**config.mk**
```make
export PLATFORM = sky130hd
export DESIGN_NAME = apb_vgachargen_bridge
export DESIGN_NICKNAME = d
export VERILOG_FILES = /design/src/rtl/apb_vgachargen_bridge.sv
export SDC_FILE = /design/constraint.sdc
export NUM_CORES = 1
export LEC_CHECK = 0
export BUFFER_PORTS_ARGS = -buffer_cell sky130_fd_sc_hd__buf_2
export CORE_AREA = 5 5 154 156
export DETAILED_ROUTE_END_ITERATION = 8
export DIE_AREA = 0 0 159 161
export PLACE_DENSITY_LB_ADDON = 0.12
export SYNTH_ARGS = -nofsm -noshare
export SYNTH_HDL_FRONTEND = slang
export SYNTH_SLANG_ARGS = --single-unit
```
**constraint.sdc**
```tcl
create_clock -name clk_i -period 5.4 [get_ports clk_i]
set_clock_uncertainty 0.2 [all_clocks]
set_input_delay 0.27 -clock clk_i [delete_from_list [all_inputs] [get_ports clk_i]]
set_output_delay 0.27 -clock clk_i [all_outputs]
set_load 0.02 [all_outputs]
```
**src/rtl/apb_vgachargen_bridge.sv**
```systemverilog
// APB3 slave mapping CPU word accesses onto the VGA text-mode char map, colour map and glyph table.
// Define APB_VGACHARGEN_SLVERR_EN to flag decode errors on pslverr_o.
module apb_vgachargen_bridge #(
  parameter int RD_LATENCY = 1
) (
  input  logic         clk_i,
  input  logic         rst_ni,
  input  logic [15:0]  paddr_i,
  input  logic         psel_i,
  input  logic         penable_i,
  input  logic         pwrite_i,
  input  logic [31:0]  pwdata_i,
  output logic [31:0]  prdata_o,
  output logic         pready_o,
  output logic         pslverr_o,
  output logic [11:0]  ch_map_addr_o,
  output logic [7:0]   ch_map_data_o,
  output logic         ch_map_wen_o,
  input  logic [7:0]   ch_map_data_i,
  output logic [11:0]  col_map_addr_o,
  output logic [7:0]   col_map_data_o,
  output logic         col_map_wen_o,
  input  logic [7:0]   col_map_data_i,
  output logic [6:0]   ch_t_rw_addr_o,
  output logic [127:0] ch_t_rw_data_o,
  output logic         ch_t_rw_wen_o,
  input  logic [127:0] ch_t_rw_data_i
);

  typedef enum logic [2:0] {
    IDLE, MAP_WR, RD_WAIT, RESP, CT_WR, ERR
  } state_t;

  localparam logic [1:0] LAT_LAST = 2'(RD_LATENCY - 1);
`ifdef APB_VGACHARGEN_SLVERR_EN
  localparam logic SLVERR = 1'b1;
`else
  localparam logic SLVERR = 1'b0;
`endif

  state_t       state, state_nx;
  logic [1:0]   cnt, cnt_nx;
  logic [15:2]  addr;
  logic [31:0]  wdata;
  logic         write;
  logic         setup, hit, active;
  logic [1:0]   rgn;
  logic [11:0]  idx;
  logic [6:0]   glyph;
  logic [6:0]   lsb;
  logic [127:0] merged;
  logic         unused_lsb;

  assign setup      = psel_i & ~penable_i;
  assign unused_lsb = ^paddr_i[1:0];
  assign rgn        = addr[15:14];
  assign idx        = addr[13:2];
  assign glyph      = addr[10:4];
  assign lsb        = {addr[3:2], 5'd0};
  assign active     = (state != IDLE) && (state != ERR);

  always_comb begin
    hit = 1'b0;
    unique case (paddr_i[15:14])
      2'b00, 2'b01: hit = paddr_i[13:2] < 12'd2400;
      2'b10:        hit = paddr_i[13:11] == 3'b000;
      default:      hit = 1'b0;
    endcase
  end

  // Glyph merge: untouched words come from the read issued in RD_WAIT.
  always_comb begin
    merged = ch_t_rw_data_i;
    merged[lsb +: 32] = wdata;
  end

  always_ff @(posedge clk_i or negedge rst_ni) begin
    if (!rst_ni) begin
      state <= IDLE;
      cnt   <= '0;
      addr  <= '0;
      wdata <= '0;
      write <= 1'b0;
    end else begin
      state <= state_nx;
      cnt   <= cnt_nx;
      if (state == IDLE && setup) begin
        addr  <= paddr_i[15:2];
        wdata <= pwdata_i;
        write <= pwrite_i;
      end
    end
  end

  always_comb begin
    state_nx       = state;
    cnt_nx         = cnt;
    prdata_o       = '0;
    pready_o       = 1'b0;
    pslverr_o      = 1'b0;
    ch_map_addr_o  = '0;
    ch_map_data_o  = '0;
    ch_map_wen_o   = 1'b0;
    col_map_addr_o = '0;
    col_map_data_o = '0;
    col_map_wen_o  = 1'b0;
    ch_t_rw_addr_o = '0;
    ch_t_rw_data_o = '0;
    ch_t_rw_wen_o  = 1'b0;

    if (active) begin
      unique case (rgn)
        2'b00:   ch_map_addr_o  = idx;
        2'b01:   col_map_addr_o = idx;
        2'b10:   ch_t_rw_addr_o = glyph;
        default: ;
      endcase
    end

    unique case (state)
      IDLE: begin
        if (setup) begin
          if (!hit) begin
            state_nx = ERR;
          end else if (pwrite_i && paddr_i[15:14] != 2'b10) begin
            state_nx = MAP_WR;
          end else begin
            state_nx = RD_WAIT;
            cnt_nx   = LAT_LAST;
          end
        end
      end
      MAP_WR: begin
        if (rgn == 2'b00) begin
          ch_map_wen_o  = 1'b1;
          ch_map_data_o = wdata[7:0];
        end else begin
          col_map_wen_o  = 1'b1;
          col_map_data_o = wdata[7:0];
        end
        pready_o = 1'b1;
        state_nx = IDLE;
      end
      RD_WAIT: begin
        if (cnt == 2'd0) begin
          state_nx = write ? CT_WR : RESP;
        end else begin
          cnt_nx = cnt - 2'd1;
        end
      end
      RESP: begin
        if (rgn == 2'b10) begin
          prdata_o = ch_t_rw_data_i[lsb +: 32];
        end else if (rgn == 2'b00) begin
          prdata_o = {24'd0, ch_map_data_i};
        end else begin
          prdata_o = {24'd0, col_map_data_i};
        end
        pready_o = 1'b1;
        state_nx = IDLE;
      end
      CT_WR: begin
        ch_t_rw_data_o = merged;
        ch_t_rw_wen_o  = 1'b1;
        pready_o       = 1'b1;
        state_nx       = IDLE;
      end
      ERR: begin
        pready_o  = 1'b1;
        pslverr_o = SLVERR;
        state_nx  = IDLE;
      end
      default: state_nx = IDLE;
    endcase
  end

endmodule
```
==> results.toml, run 1 <==
[setup_path]
worst-setup-path-type = "register to primary output"
required_ns = 4.93
cp_num_buf_inv = 3
cp_max_fo = 37
cp_slowest_stage_delay_ns = 1.06
start_kind = "register"
cp.arrival_ns = 3.40
path_cells = "inv_1 -> ha_2 -> nor4bb_4 -> buf_12 -> a21oi_1 -> nor2_1 -> buf_2"
critPathCaptureType = "primary output"
crit_family = "flip-flops"
cp_slowest_cell = "dfrtp_2"

[final_layout]
fin_area_mm2 = 0.00869
antenna_cells = 0
nets = 1357
syn2layout_area_growth_pct = 48.5
drive_gt1_share_pct = 44.8
finish.utilization_pct = 39.1

[placement]
dp_slack_ns = 1.84
dp.final_hpwl_um = 21400
placed_area_mm2 = 0.00814
place.gp.congestion = 0.870
port_buffers = 405

[synthesis]
synth_warnings = 0
synth.avg_cell_area_um2 = 7.81
synth_seq_cells = 52
syn-instance-count = 750
synth_fp_nets = 953
synth.distinct_cells = 38
netlist_area_mm2 = 0.00585
seq_area_frac_synth_pct = 22.2

[routing]
drt_pre_antenna_iters = 5
route.detailed.drc = 0
wire_per_inst_um = 20.4
vias = 7160
wl_um = 29400
antenna_left = 0
routed_via_density = 4.97
detail_route.iter0.violations = 498

[cts]
ctsHtreeMaxLevel = 2
cts_buffer_depth = 2
clk_latency_ns = 0.31
cts.sink_count = 52
cts_tree = "built"
cts-buffers-inserted = 5
clock-root-buffer = "clkbuf_16"
path_clk_slew_ns = 0.08

[global_route]
grt_first_pass_wirelength_um = 44600
antenna_found_initial = 0
track_usage_pct = 21.8
first_global_vias = 7554
grt_overflow_total = 0
grt_start_max_net_pins = 92

[power_and_ir_drop]
ir_worst_vdd_uv = 241
p_per_area_mw_per_mm2 = 441
p_leak_nw = 4.46
power_w = 0.00384

[floorplan]
rows = 55
die_area_mm2 = 0.0256
core_region_area_mm2 = 0.0222
start_util_pct = 26.3
io_pins = 409
die_x_um = 159
die_h_um = 161

[sta]
setup_viol = 0
setup_tns_ns = 0
drv_slew = 0
fmax_mhz = 258
timing.slew.headroom_pct = 26.2
period_needed_ns = 3.87
fin_crit_sh_pct = 71.7
worstMarginPinSlew_ns = 1.11
finalHoldViolations = 0
setup_ws_ns = 1.53
rsz0062_at_grt = "no"

[worst_hold_path]
min_path_type = "input pin to register"

[flow_run]
max_cap_viol_count = 0

[status]
status = "finished clean"
## cells in the final DEF (no fill, tap or decap), drive strengths merged, types with 2 or more instances in the layout
| cell | Yosys | final |
|---|---|---|
| nand3b | 2 | 2 |
| and2 | 46 | 46 |
| dfrtp | 52 | 52 |
| or3 | 2 | 2 |
| inv | 14 | 16 |
| ha | 6 | 6 |
| mux4 | 32 | 32 |
| nand2b | 4 | 4 |
| dlygate4sd3 | 0 | 40 |
| nor2 | 137 | 137 |
| nor2b | 152 | 152 |
| nor4 | 3 | 3 |
| clkbuf | 46 | 5 |
| o21ai | 3 | 3 |
| a31oi | 2 | 2 |
| nor3b | 2 | 2 |
| nand2 | 16 | 16 |
| mux2 | 46 | 46 |
| nor3 | 6 | 6 |
| buf | 17 | 420 |
| a21oi | 141 | 141 |
| a221oi | 9 | 9 |
## final cells by class
type,count,area (um^2)
fill,2420,13500
multi-input combinational,620,4270
timing repair buffer,460,2550
sequential,52,1300
tap,285,357
clock buffer,5,125
inverter,15,56.3
clock inverter,3,25.0
## power breakdown
part | internal, W | leakage [nW] | switching (W) | total (W)
Sequential | 0.000586 | 0.618 | 0.000434 | 0.00102
Combinational | 0.00107 | 3.77 | 0.00140 | 0.00247
Clock | 0.000176 | 0.0708 | 0.000170 | 0.000346
Total | 0.00184 | 4.46 | 0.00200 | 0.00384
## stage by stage
stage / hold slack (ns) / std cells
6_report: 0.0121 / 1440
5_1_grt: 0.00710 / 1440
4_1_cts: 0.000305 / 1440
3_5_place_dp: 0.273 / 1392
3_3_place_gp: 0.271 / 1392
2_1_floorplan: -0.226 / 750
## kinds of logic (layout without fill, tap and decap cells)
logic type	Yosys count	after routing	share of synthesized area (%)
AO/OA/AOI/OAI	161	161	14.7
adder cells (fa/ha/maj)	6	6	1.28
buffers and inverters	78	483	5.66
flip-flops	52	52	22.2
multiplexers	78	78	22.3
other	1	1	0.0641
AND/OR/NAND/NOR	374	374	33.7
## state kept, by name, indices dropped and copies added, names as in the netlist
name,flops
state,3
addr,14
write,1
wdata,32
cnt,2
## cells in the mapped netlist
cell type  number  area (um^2)
a2111o_1        1         11.3
a211o_1         1         8.76
a21oi_1       141          706
a221oi_1        9         78.8
a22oi_1         1         7.51
a31oi_1         2         12.5
a41oi_1         1         8.76
and2_1         46          288
buf_1           3         11.3
buf_2          10         50.1
buf_4           1         7.51
buf_6           3         33.8
clkbuf_1       46          173
clkinv_1        1         3.75
conb_1          1         3.75
dfrtp_1        52         1300
ha_1            6         75.1
inv_1          14         52.6
mux2_2         28          315
mux2_4         18          270
mux4_2         32          721
nand2_1        16         60.1
nand2b_1        4         25.0
nand3b_1        2         15.0
nor2_1        137          514
nor2b_1       152          951
nor3_1          6         30.0
nor3b_1         2         15.0
nor4_1          3         18.8
nor4b_2         1         15.0
nor4bb_1        1         10.0
o211ai_1        1         7.51
o21ai_0         3         15.0
o31ai_1         1         7.51
or2_1           1         6.26
or3_1           1         6.26
or3_4           1         11.3
or4_1           1         7.51
## timing repair
action / CTS / global route
resized for setup: 0 / 0
hold endpoints to repair: 91 / 0
hold buffers: 40 / 0
setup buffers: 0 / 0
## final timing paths
| kind | from | end | slack [ns] | depth (start not counted) |
|---|---|---|---|---|
| worst min register to register | cnt[0] | cnt[0] | 0.32 | 1 |
| worst min-delay path | paddr_i[7] | addr[7] | 0.01 | 2 |
| min in group asynchronous | rst_ni | wdata[8] | 0.45 | 3 |
| worst max-delay path | addr[3] | ch_t_rw_data_o[2] | 1.53 | 7 |
| worst max register to register | state[2] | wdata[14] | 3.11 | 3 |
| max in group asynchronous | rst_ni | addr[3] | 3.99 | 3 |
## per-layer routing
| metal | GRT usage [%] | part of all wire [%] | wire length [um] |
|---|---|---|---|
| met3 | 5.38 | 7.1 | 2100 |
| met4 | 6.24 | 2.3 | 686 |
| met1 | 27.3 | 42 | 12400 |
| met2 | 37.5 | 49 | 14300 |
| met5 | 0 | 0 | 0 |
Power figures use the tool's default switching activity.
==> run 2, diff against run 1 <==
==> constraint.sdc (replaced) <==
create_clock -name clk_i -period 4 [get_ports clk_i]
set_clock_uncertainty 0.2 [all_clocks]
set_input_delay 0.2 -clock clk_i [delete_from_list [all_inputs] [get_ports clk_i]]
set_output_delay 0.2 -clock clk_i [all_outputs]
set_load 0.02 [all_outputs]
==> results.toml, run 2 (synthesized netlist as in run 1, its figures left out) <==
[floorplan]
die_h_um = 161
rows = 55
start_util_pct = 26.3
die_area_mm2 = 0.0256
die_x_um = 159
core_region_area_mm2 = 0.0222
io_pins = 409

[setup_path]
cp_max_fo = 38
cp_slowest_stage_delay_ns = 0.67
path_common_cell = "buf_4"
critPathCaptureType = "primary output"
start_kind = "register"
ff2ff_setup_slack_ns = 1.71
path_cells = "buf_4 -> ha_2 -> nand2_1 -> nor3_2 -> buf_4 -> a21oi_1 -> nor2_1 -> buf_2"
worst-setup-path-type = "register to primary output"
reg2reg_from = "state[2]"
endpoint = "ch_t_rw_data_o[45]"
r2r_cells = 3
r2r_end = "wdata[15]"
cp_slowest_cell = "buf_4"
cp.arrival_ns = 3.08
crit_start = "addr[2]"
required_ns = 3.60

[routing]
wire_per_inst_um = 20.5
detail_route.iter0.violations = 419
antenna_left = 0
routed_via_density = 4.94
route.detailed.drc = 0
vias = 7167
drt_pre_antenna_iters = 5
wl_um = 29800

[sta]
worstMarginPinSlew_ns = 1.11
fin_crit_sh_pct = 87.1
drv_slew = 0
setup_tns_ns = 0
rsz0062_at_grt = "no"
period_needed_ns = 3.48
finalHoldViolations = 0
fmax_mhz = 287
setup_viol = 0
timing.slew.headroom_pct = 25.9

[cts]
cts_tree = "built"
path_clk_slew_ns = 0.08
cts_buffer_depth = 2
clk_latency_ns = 0.31
ctsHtreeMaxLevel = 2
clock-root-buffer = "clkbuf_16"
cts-buffers-inserted = 5
cts.sink_count = 52

[power_and_ir_drop]
p_per_area_mw_per_mm2 = 591
power_frac_comb_pct = 67.6
power_frac_clock_pct = 8.9
ir_worst_vdd_uv = 386
p_int_w = 0.00251
p_sw_w = 0.00270
sw_frac_of_total_pct = 51.7
p_leak_nw = 4.52
sequentialPowerShare_pct = 23.5

[status]
status = "finished clean"

[placement]
place.gp.congestion = 0.866
port_buffers = 405
placed_area_mm2 = 0.00819
dp.final_hpwl_um = 21700

[flow_run]
max_cap_viol_count = 0

[final_layout]
regMostFlops = "wdata"
nets = 1369
drive_gt1_share_pct = 44.8
largest_reg_flops = 32
fin_area_mm2 = 0.00881
most-common-layout-cells = "buf_2 (405), nor2b_1 (152), a21oi_1 (141)"
n_fill_cell = 2409
antenna_cells = 0
syn2layout_area_growth_pct = 50.5
final_common_cell = "buf_2"
top_regs = "wdata: 32 flops, addr: 14 flops, state: 3 flops"

[worst_hold_path]
hp-start = "paddr_i[15]"
min_path_type = "input pin to register"

[global_route]
grt_overflow_total = 0
antenna_found_initial = 0
track_usage_pct = 22.2
first_global_vias = 7509
grt_first_pass_wirelength_um = 45000
grt_start_max_net_pins = 67
[run 2: layer usage]
metal | global-route usage [%] | vias up | wire (um)
li1 | - | 3379 | -
met1 | 27.9 | 3420 | 12500
met2 | 38.8 | 331 | 14700
met3 | 5.03 | 37 | 2140
met4 | 5.04 | 0 | 522
met5 | 0 | - | 0
[run 2: cell type report]
| type | count | area [um^2] | area share, % |
|---|---|---|---|
| Clock inverter | 3 | 26.3 | 0.298 |
| Sequential cell | 52 | 1300 | 14.8 |
| Tap cell | 285 | 357 | 4.05 |
| Multi-Input combinational cell | 620 | 4270 | 48.5 |
| Clock buffer | 5 | 125 | 1.42 |
| Timing Repair Buffer | 472 | 2670 | 30.3 |
| Inverter | 15 | 56.3 | 0.639 |
[run 2: power by group through the flow]
stage               clock network, W  registers (W)  logic [W]
detailed placement                 0        0.00122    0.00350
global placement                   0        0.00123    0.00348
floorplan                          0        0.00102    0.00248
finish                      0.000462        0.00123    0.00352
CTS                         0.000488        0.00122    0.00356
global route                0.000508        0.00127    0.00384
[run 2: per-stage QoR]
step                std cells  power [W]  worst slack [ns]  hold slack [ns]  utilization (%)
floorplan                 750    0.00350              1.10           -0.296                -
global placement         1397    0.00471             0.841           0.0479             36.9
detailed placement       1397    0.00473             0.792           0.0568             36.9
CTS                      1452    0.00526             0.434          0.00415             39.7
global route             1452    0.00563             0.312           0.0386             39.7
finish                   1452    0.00521             0.516           0.0161             39.7
[run 2: timing repair]
action                                 CTS  global route
resized for setup                        0             0
endpoints found under the hold margin   69             0
hold buffers                            47             0
buffers inserted                         0             0
[run 2: worst min path at each step]
stage / endpoint / slack, ns / depth (start not counted)
after floorplan: addr[10] / -0.30 / 0
after global placement: wdata[8] / 0.05 / 1
after detailed placement: wdata[8] / 0.06 / 1
after CTS: addr[15] / 0.004 / 3
after global routing: addr[15] / 0.04 / 3
final: addr[15] / 0.02 / 3
[run 2: critical path, delay by kind of cell (launching register included)]
kind / cells / cell delay (ns)
AO/OA/AOI/OAI: 1 / 0.12
adder cells (fa/ha/maj): 1 / 0.64
buffers and inverters: 3 / 1.20
flip-flops: 1 / 0.36
AND/OR/NAND/NOR: 3 / 0.42
==> run 3, diff against run 2 <==
--- a/config.mk
+++ b/config.mk
@@ -9,6 +9,7 @@
 export CORE_AREA = 5 5 154 156
 export DETAILED_ROUTE_END_ITERATION = 8
 export DIE_AREA = 0 0 159 161
+export HOLD_SLACK_MARGIN = 0.12
 export PLACE_DENSITY_LB_ADDON = 0.12
 export SYNTH_ARGS = -nofsm -noshare
 export SYNTH_HDL_FRONTEND = slang
==> results.toml, run 3 (synthesized netlist as in run 1, its figures left out) <==
[status]
status = "finished clean"

[power_and_ir_drop]
p_int_w = 0.00252
p_leak_nw = 4.53
power_frac_clock_pct = 8.9
p_per_area_mw_per_mm2 = 589
p_sw_w = 0.00270
sw_frac_of_total_pct = 51.7
sequentialPowerShare_pct = 23.5
ir_worst_vdd_uv = 385
power_frac_comb_pct = 67.6

[placement]
placed_area_mm2 = 0.00819
place.gp.congestion = 0.866
dp_slack_ns = 0.792
dp.final_hpwl_um = 21700
port_buffers = 405

[sta]
finalHoldViolations = 0
fin_crit_sh_pct = 86.4
holdWs_ns = 0.239
setup_tns_ns = 0
setup_ws_ns = 0.543
timing.slew.headroom_pct = 24.3
worstMarginPinSlew_ns = 1.13
setup_viol = 0
period_needed_ns = 3.46
fmax_mhz = 289
rsz0062_at_grt = "no"
drv_slew = 0

[cts]
cts.repair.resized = 0
path_clk_slew_ns = 0.08
ctsHoldBuffers = 50
cts.sink_count = 52
cts_setup_buffers = 0
ctsHtreeMaxLevel = 2
cts_tree = "built"
cts_buffer_depth = 2
cts-buffers-inserted = 5
clk_latency_ns = 0.31
clock-root-buffer = "clkbuf_16"

[global_route]
grt_use_met2_pct = 39.0
grt_use_met1_pct = 27.9
grt_first_pass_wirelength_um = 45100
antenna_found_initial = 0
first_global_vias = 7519
met3_usage_pct = 5.03
grt_overflow_total = 0
busiest_layer = "met2"
grt_start_max_net_pins = 67
track_usage_pct = 22.2

[final_layout]
syn2layout_area_growth_pct = 51.1
antenna_cells = 0
top_regs = "wdata: 32 flops, addr: 14 flops, state: 3 flops"
largest_reg_flops = 32
n_fill_cell = 2405
most-common-layout-cells = "buf_2 (405), nor2b_1 (152), a21oi_1 (141)"
nets = 1372
regMostFlops = "wdata"
drive_gt1_share_pct = 44.7
fin_area_mm2 = 0.00884
final_common_cell = "buf_2"

[routing]
routed_via_density = 4.91
route.detailed.drc = 0
antenna_left = 0
vias = 7138
wire_per_inst_um = 20.5
detail_route.iter0.violations = 480
wl_um = 29900
drt_pre_antenna_iters = 5

[flow_run]
max_cap_viol_count = 0

[setup_path]
critPathCaptureType = "primary output"
cp_slowest_stage_delay_ns = 0.66
path_common_cell = "buf_4"
cp_num_buf_inv = 3
crit_family = "buffers and inverters"
cp_slowest_cell = "buf_4"
start_kind = "register"
cp.depth = 8
cp_max_fo = 38
required_ns = 3.60
r2r_cells = 3
worst-setup-path-type = "register to primary output"
cp.arrival_ns = 3.06
path_cells = "buf_4 -> ha_2 -> nand2_1 -> nor3_2 -> buf_4 -> a21oi_1 -> nor2_1 -> buf_2"

[floorplan]
core_region_area_mm2 = 0.0222
io_pins = 409
rows = 55
die_area_mm2 = 0.0256
die_x_um = 159
die_h_um = 161
start_util_pct = 26.3

[worst_hold_path]
min_path_type = "input pin to register"
min_delay_path_depth = 4
[run 3: cell types whose count changed in the layout (fill, tap and decap cells not counted), sizes merged]
cell | previous run | this run
dlygate4sd3 | 47 | 50
[run 3: cell type report]
cell class | instances | area, um^2 | share of cell area [%]
clock inverter | 3 | 26.3 | 0.297
tap | 285 | 357 | 4.03
clock buffer | 5 | 125 | 1.41
multi-input combinational | 620 | 4270 | 48.3
inverter | 15 | 56.3 | 0.637
timing repair buffer | 475 | 2700 | 30.6
sequential | 52 | 1300 | 14.7
[run 3: power by group through the flow]
stage          Clock, W  Combinational [W]  Sequential [W]
4_1_cts        0.000488            0.00356         0.00122
3_5_place_dp          0            0.00350         0.00122
6_report       0.000463            0.00352         0.00122
5_1_grt        0.000508            0.00385         0.00127
3_3_place_gp          0            0.00348         0.00123
2_1_floorplan         0            0.00248         0.00102
[run 3: final timing paths]
| path | from | endpoint | slack, ns |
|---|---|---|---|
| max | addr[2] | ch_t_rw_data_o[45] | 0.54 |
| min | penable_i | state[1] | 0.24 |
| max reg2reg | state[2] | wdata[15] | 1.71 |
| min reg2reg | cnt[0] | cnt[0] | 0.32 |
| max in group asynchronous | rst_ni | addr[3] | 2.45 |
| min in group asynchronous | rst_ni | wdata[8] | 0.27 |
[run 3: stage by stage]
stage	utilization, %	cells	power, W
floorplan	-	750	0.00350
global placement	36.9	1397	0.00471
detailed placement	36.9	1397	0.00473
CTS	39.8	1455	0.00526
global route	39.8	1455	0.00563
finish	39.8	1455	0.00521
[run 3: tightest hold or removal path: stages]
cell	delay, ns
buf_2	0.07
nand2b_1	0.19
o31ai_1	0.11
a22oi_1	0.13
[run 3: metal layers]
metal / share of wire [%] / vias to the layer above
met5: 0 / -
met4: 1.6 / 0
met3: 6.6 / 31
met2: 49 / 318
met1: 42 / 3406
li1: - / 3383
